### config.mk
export PLATFORM = sky130hd
export DESIGN_NAME = irq_priority_controller
export DESIGN_NICKNAME = d
export VERILOG_FILES = /design/src/rtl/irq_ctrl_pkg.sv /design/src/rtl/edge_sync_detect.sv /design/src/rtl/irq_priority_controller.sv
export SDC_FILE = /design/constraint.sdc
export NUM_CORES = 1
export LEC_CHECK = 0
export CAP_MARGIN = 10
export CORE_MARGIN = 8
export CORE_UTILIZATION = 44
export DETAILED_ROUTE_END_ITERATION = 12
export PLACE_DENSITY = 0.8
export SYNTH_ARGS = -nofsm -noshare
export SYNTH_HDL_FRONTEND = slang
export SYNTH_SLANG_ARGS = --single-unit
### constraint.sdc
create_clock -name clk -period 1.25 [get_ports clk]
set_input_delay 0.25 -clock clk [delete_from_list [all_inputs] [get_ports clk]]
set_output_delay 0.25 -clock clk [all_outputs]
set_load 0.005 [all_outputs]
### src/rtl/irq_ctrl_pkg.sv
// Shared types and constants for the interrupt priority controller.
package irq_ctrl_pkg;

    localparam int unsigned N_LINES = 4;
    localparam int unsigned VEC_W   = 2;

    // Service sequence for one interrupt.
    typedef enum logic [1:0] {
        StIdle,
        StReq,
        StAck,
        StWaitRel
    } irq_state_e;

    // Fixed priority: the highest set index wins.
    function automatic logic [VEC_W-1:0] highest_index(input logic [N_LINES-1:0] v);
        logic [VEC_W-1:0] idx;
        idx = '0;
        for (int i = 0; i < N_LINES; i++) begin
            if (v[i]) idx = VEC_W'(i);
        end
        return idx;
    endfunction

endpackage

### src/rtl/edge_sync_detect.sv
// Multi-flop synchronizer for one asynchronous line, followed by a rising-edge detector.
module edge_sync_detect #(
    parameter int unsigned SYNC_STAGES = 2
) (
    input  logic clk,
    input  logic rst,
    input  logic d,
    output logic rise
);

    logic [SYNC_STAGES-1:0] sync_q;
    logic                   hist_q;

    // Shift the raw line through the synchronizer and remember the last synchronized value.
    always_ff @(posedge clk or posedge rst) begin
        if (rst) begin
            sync_q <= '0;
            hist_q <= 1'b0;
        end else begin
            sync_q <= {sync_q[SYNC_STAGES-2:0], d};
            hist_q <= sync_q[SYNC_STAGES-1];
        end
    end

    // A rise is a synchronized 0->1 transition; history resets to 0, so a line held high
    // through reset release is seen as exactly one edge.
    assign rise = sync_q[SYNC_STAGES-1] & ~hist_q;

endmodule

### src/rtl/irq_priority_controller.sv
// Edge-triggered interrupt controller: per-line pending flags, mask register, fixed
// highest-index priority and a request/acknowledge handshake with the CPU.
module irq_priority_controller
    import irq_ctrl_pkg::*;
#(
    parameter int unsigned SYNC_STAGES = 2
) (
    input  logic               clk,
    input  logic               rst,
    input  logic [N_LINES-1:0] irq_in,
    input  logic               mask_we,
    input  logic [N_LINES-1:0] mask_in,
    input  logic               inta,
    output logic               intr,
    output logic [VEC_W-1:0]   vec,
    output logic               vec_valid,
    output logic [N_LINES-1:0] pending
);

    logic [N_LINES-1:0] rise;
    logic [N_LINES-1:0] pending_q, pending_d;
    logic [N_LINES-1:0] mask_q, mask_d;
    logic [N_LINES-1:0] clr;
    logic [N_LINES-1:0] cand;
    irq_state_e         state_q, state_d;
    logic [VEC_W-1:0]   winner_q, winner_d;
    logic [VEC_W-1:0]   vec_q, vec_d;
    logic               intr_q, intr_d;
    logic               vec_valid_q, vec_valid_d;

    for (genvar i = 0; i < N_LINES; i++) begin : g_line
        edge_sync_detect #(
            .SYNC_STAGES(SYNC_STAGES)
        ) u_edge (
            .clk (clk),
            .rst (rst),
            .d   (irq_in[i]),
            .rise(rise[i])
        );
    end

    // Pending flags: clear the served line after ACK, but a same-cycle edge wins.
    always_comb begin
        clr = '0;
        for (int i = 0; i < N_LINES; i++) begin
            clr[i] = (state_q == StAck) && (winner_q == VEC_W'(i));
        end
        pending_d = (pending_q & ~clr) | rise;
        mask_d    = mask_we ? mask_in : mask_q;
    end

    // Service FSM next state; winner is latched only on leaving IDLE and frozen afterwards.
    always_comb begin
        state_d  = state_q;
        winner_d = winner_q;
        cand     = pending_q & ~mask_q;
        unique case (state_q)
            StIdle: begin
                if (|cand) begin
                    winner_d = highest_index(cand);
                    state_d  = StReq;
                end
            end
            StReq: begin
                if (inta) state_d = StAck;
            end
            StAck: begin
                state_d = StWaitRel;
            end
            StWaitRel: begin
                if (!inta) state_d = StIdle;
            end
            default: begin
                state_d = StIdle;
            end
        endcase
    end

    // Outputs are decoded from the next state so they line up with the registered state.
    always_comb begin
        intr_d      = (state_d == StReq);
        vec_valid_d = (state_d == StAck);
        vec_d       = vec_valid_d ? winner_d : vec_q;
    end

    // All state and outputs, asynchronously cleared.
    always_ff @(posedge clk or posedge rst) begin
        if (rst) begin
            state_q     <= StIdle;
            winner_q    <= '0;
            pending_q   <= '0;
            mask_q      <= '0;
            intr_q      <= 1'b0;
            vec_q       <= '0;
            vec_valid_q <= 1'b0;
        end else begin
            state_q     <= state_d;
            winner_q    <= winner_d;
            pending_q   <= pending_d;
            mask_q      <= mask_d;
            intr_q      <= intr_d;
            vec_q       <= vec_d;
            vec_valid_q <= vec_valid_d;
        end
    end

    assign intr      = intr_q;
    assign vec       = vec_q;
    assign vec_valid = vec_valid_q;
    assign pending   = pending_q;

endmodule
==> impl_metrics.ini, run 1 <==
[outcome]
outcome = finished, final reports clean

[synthesis]
synth_area_per_cell_um2 = 14.0
ys_warn_count = 0
seq_area_frac_synth = 0.693
synth-seq-cells = 28
synthDistinctLibCells = 23
synth_commonest_cells = dfrtp_1 (28), inv_1 (7), o21ai_1 (7), mux2_2 (4), nor2b_1 (4)
synth_edf_count = 0
synth_top_area_frac = 0.693
synth_top_area_cell = dfrtp_1
synthTopCellsByArea = dfrtp_1 (69%), mux2_2 (4.5%), o21ai_1 (3.5%)
yosys.cell_count.top_type = dfrtp_1
async_flop_share = 1.00
synthFlopType = dfrtp_1
synth_nets = 84
synth_area_mm2 = 0.00101
synth_cells = 72

[critical_path]
crit-reg2reg-capture = state_q[0]$_DFF_PP0_
cp_max_fo = 3
start_kind = flip-flop
endpoint_kind = flip-flop
cp_data_required_time_ps = 1460
rr_startpoint = pending[3]$_DFF_PP0_
r2r_slack_ps = 60
cp.arrival_ps = 1400
path_class = reg -> reg
r2r_cells = 4

[die]
num_io_pins = 20
start_util = 0.461
rows = 17
chipWidth_um = 63.9
die_y_um = 63.9
core_mm2 = 0.00219
die_area_mm2 = 0.00409

[power]
leakage_nw = 0.616
total_power_mw = 2.63
vdd_drop_max_uv = 1010
p_per_area_mw_per_mm2 = 1930

[placement]
place_hpwl_um = 1350
port_buffers = 19
place_congestion = 0.832
dp.cells = 122
dpl-instance-area_mm2 = 0.00127
dp_slack_ps = -151

[sta]
tns_ps = 0
tightest_slew_ps = 373
setup_ws_ps = 58.2
maxSlewViolCount = 0
finalCriticalPeriod_ps = 1190
hold_viol_final = 0
timing.fmax_mhz = 839
grt_setup_unrepaired = yes
max_slew_margin = 0.751
setup_viol_count_final = 0
min_period_over_period = 0.953
whs_ps = 239
fin_skew_ps = 3.58

[job]
cap_violations = 0

[cts]
cts_max_level = 1
numCtsBuffers = 3
cts_tree = yes
cts.sinks = 28
hold_buffers = 0
clk_pin_slew_worst_paths_ps = 140
clock_path_buffers = 2
clock_tree.root_cell = clkbuf_4
worstSkewPairLatency_ps = 320

[global_route]
grt_pass1_vias = 710
overflow = 0
grt_util_all_layers = 0.0982
grt_max_degree = 29
grt_antenna_before_repair = 0
grt_pass1_wl_um = 3150

[finish]
fillers = 182
seq_area_um2 = 701
fin_cells = 130
final_layout_size_suffix_gt1_frac = 0.275
postLayoutCoreUtil = 0.622
multi_input_area_um2 = 315
antenna_cells = 0
fin_nets = 115
post-route-cell-area_mm2 = 0.00136
synthToLayoutAreaGrowth_pct = 34.8

[detailed_routing]
wirelength_um = 1900
drc = 0
drt_iter0_drc = 38
wl_per_cell_um = 14.6
drtAntennaViolNets = 0
viasPerCell = 5.08
first_pass_iters = 2
vias = 661

[worst_hold_path]
hp-class = in -> async
layout make-up:
class                   count  area share
clock buffers               4      0.0266
inverters                   7      0.0193
multi-input cells          37       0.231
flip-flops and latches     28       0.514
well taps                  28      0.0257
repair buffers             26       0.183
registers in the layout, indices dropped and copies added, names as in the netlist:
register / count
g_line.u_edge.hist_q: 4
state_q: 2
winner_q: 2
mask_q: 4
intr: 1
pending: 4
vec: 2
vec_valid: 1
g_line.u_edge.sync_q: 8
metal layers:
metal	track usage	vias to the layer above	share of wire
li1	-	304	-
met4	0.0585	0	0.018
met1	0.104	339	0.41
met3	0.0331	4	0.042
met5	0	-	0
met2	0.166	14	0.53
cell usage in the layout, fill, tap and decap left out, types with 2 or more instances in the layout:
| master | instances |
|---|---|
| mux2_2 | 4 |
| clkbuf_2 | 2 |
| o21ai_0 | 2 |
| nor2b_4 | 3 |
| clkdlybuf4s50_1 | 11 |
| inv_1 | 7 |
| mux2_4 | 2 |
| dfrtp_1 | 28 |
| buf_4 | 5 |
| o31ai_1 | 2 |
| nand2b_1 | 2 |
| clkdlybuf4s15_1 | 6 |
| clkbuf_4 | 3 |
| o21ai_1 | 7 |
how the worst max path moves through the flow:
stage / start / endpoint / slack [ps] / depth (start not counted)
3_5_place_dp: inta / vec[1]$_DFFE_PP0N_ / -150 / 4
4_1_cts: pending[0]$_DFF_PP0_ / state_q[0]$_DFF_PP0_ / -40 / 4
5_1_grt: vec[1]$_DFFE_PP0N_ / vec[1] / 3 / 1
2_1_floorplan: pending[1]$_DFF_PP0_ / state_q[0]$_DFF_PP0_ / 160 / 3
6_report: pending[3]$_DFF_PP0_ / state_q[0]$_DFF_PP0_ / 60 / 4
3_3_place_gp: inta / vec[1]$_DFFE_PP0N_ / -130 / 4
worst max-delay path, cell delays in order, from the launching register on:
cell and delay [ps]:
dfrtp_1 430, buf_4 150, nor2b_4 130, nor4_4 240, a22oi_1 130
where the power goes:
group / internal, mW / switching, mW / total, mW / leakage [nW]
sequential: 1.11 / 0.203 / 1.32 / 0.319
combinational: 0.534 / 0.353 / 0.887 / 0.276
clock: 0.178 / 0.245 / 0.423 / 0.0210
total: 1.83 / 0.801 / 2.63 / 0.616
cells by family after synthesis:
family                 after synthesis  synth area share
XOR/XNOR                             1           0.00866
buffers and inverters                7            0.0260
AND/OR/NAND/NOR                     14             0.101
AO/OA/AOI/OAI                       16            0.0965
multiplexers                         6            0.0743
flip-flops                          28             0.693
what timing repair did:
action                                  CTS  global route
endpoints found under the hold margin     0             0
endpoints found under the setup margin    8             9
buffers inserted                          4             0
pin swaps                                 2             3
gates resized for setup                  13            13
(Power assumes the default switching activity.)
==> run 2: changes to the inputs <==
- CORE_MARGIN: 8 -> 4
==> impl_metrics.ini, run 2 (synthesis results as in run 1) <==
[cts]
clk_pin_slew_worst_paths_ps = 140
clock_path_buffers = 2
hold_buffers = 0
numCtsBuffers = 3
worstSkewPairLatency_ps = 320
cts_tree = yes
clock_tree.root_cell = clkbuf_4
cts_max_level = 1
cts.sinks = 28

[sta]
tns_ps = 0
fin_skew_ps = 10.7
finalCriticalPeriod_ps = 1210
hold_viol_final = 0
timing.fmax_mhz = 829
max_slew_margin = 0.778
maxSlewViolCount = 0
grt_setup_unrepaired = yes
tightest_slew_ps = 333
whs_ps = 252
min_period_over_period = 0.965
setup_viol_count_final = 0

[global_route]
use_met2 = 0.218
grt_max_degree = 29
grt_util_all_layers = 0.124
grt_pass1_wl_um = 2970
grt_antenna_before_repair = 0
overflow = 0
grt_pass1_vias = 692
grt.busiest_layer = met2
use_met3 = 0.0348
use_met1 = 0.133

[finish]
fillers = 180
fin_nets = 117
final_layout_size_suffix_gt1_frac = 0.272
top_register = g_line.u_edge.sync_q
fin_cells = 131
largest_reg_flops = 8
synthToLayoutAreaGrowth_pct = 35.5
mostFrequentLayoutCell = dfrtp_1
antenna_cells = 0
layout_common_cells = dfrtp_1 (28), clkdlybuf4s50_1 (11)

[detailed_routing]
drc = 0
vias = 662
drt_iter0_drc = 5
wl_per_cell_um = 13.6
viasPerCell = 5.05
drtAntennaViolNets = 0
first_pass_iters = 4
wirelength_um = 1780

[outcome]
outcome = finished, final reports clean

[power]
leakage_nw = 0.617
p_per_area_mw_per_mm2 = 1890
vdd_drop_max_uv = 1000

[die]
rows = 17
die_y_um = 55.9
start_util = 0.461
chipWidth_um = 55.9
num_io_pins = 20
die_area_mm2 = 0.00313
core_mm2 = 0.00219

[placement]
port_buffers = 19
dp.cells = 122
place_hpwl_um = 1280
place_congestion = 0.841

[job]
cap_violations = 0

[critical_path]
endpoint_kind = flip-flop
start_kind = flip-flop
path_class = reg -> reg
cp_data_required_time_ps = 1460
cp_max_fo = 3
cp.arrival_ps = 1410
r2r_slack_ps = 40

[worst_hold_path]
hp-class = in -> async
## run 2: changes by cell type in the layout (fill, tap and decap cells not counted), sizes merged
cell | before | now
clkbuf | 6 | 3
clkdlybuf4s15 | 6 | 7
dlygate4sd2 | 0 | 1
buf | 7 | 9
## run 2: repair_timing
| item | 4_1_cts | 5_1_grt |
|---|---|---|
| setup buffers | 5 | 1 |
| endpoints found under the hold margin | 0 | 0 |
| pin swaps | 0 | 2 |
| gates resized for setup | 9 | 14 |
| setup endpoints to repair | 8 | 8 |
## run 2: critical path: stages (launching register included)
cell and delay (ps):
dfrtp_1 420, buf_6 130, nor2b_4 130, nor4_4 290, a22oi_1 130
## run 2: cell type report
cell class	instances	area (um2)	area share
multi-input cells	37	313	0.228
repair buffers	28	273	0.199
inverters	7	26.3	0.0192
well taps	28	35.0	0.0256
clock buffers	3	22.5	0.0164
flip-flops and latches	28	701	0.511
## run 2: worst paths after layout
path | depth (start not counted) | end | from
min in group clk | 1 | g_line[2].u_edge.sync_q[0]$_DFF_PP0_ | irq_in[2]
hold reg to reg | 0 | g_line[1].u_edge.sync_q[1]$_DFF_PP0_ | g_line[1].u_edge.sync_q[0]$_DFF_PP0_
hold / removal | 3 | g_line[2].u_edge.sync_q[0]$_DFF_PP0_ | rst
max in group asynchronous | 3 | pending[1]$_DFF_PP0_ | rst
setup / recovery | 4 | state_q[0]$_DFF_PP0_ | pending[2]$_DFF_PP0_
setup reg to reg | 4 | state_q[0]$_DFF_PP0_ | pending[2]$_DFF_PP0_
## run 2: stage by stage
stage	instance area, um2	power, mW	util	setup slack [ps]
3_3_place_gp	1270	2.09	0.580	-129
6_report	1370	2.58	0.625	43.5
4_1_cts	1320	2.49	0.604	-38.0
5_1_grt	1370	2.75	0.625	-4.09
2_1_floorplan	1010	1.72	-	164
3_5_place_dp	1270	2.13	0.580	-156
## run 2: power by group
group	switching (mW)	internal [mW]	leakage [nW]	total, mW
sequential	0.191	1.11	0.319	1.30
combinational	0.355	0.579	0.284	0.934
clock	0.233	0.113	0.0138	0.345
total	0.779	1.80	0.617	2.58
## run 2: layer usage
metal	vias to the layer above	wire length, um	part of all wire
li1	307	-	-
met4	0	36	0.020
met5	-	0	0
met3	4	87	0.049
met2	14	993	0.56
met1	337	661	0.37
==> run 3: changes to the inputs <==
- CTS_CLUSTER_DIAMETER: unset -> 100
==> results of run 3 <==
Final layout, timing and power as in run 2 (identical DEF).
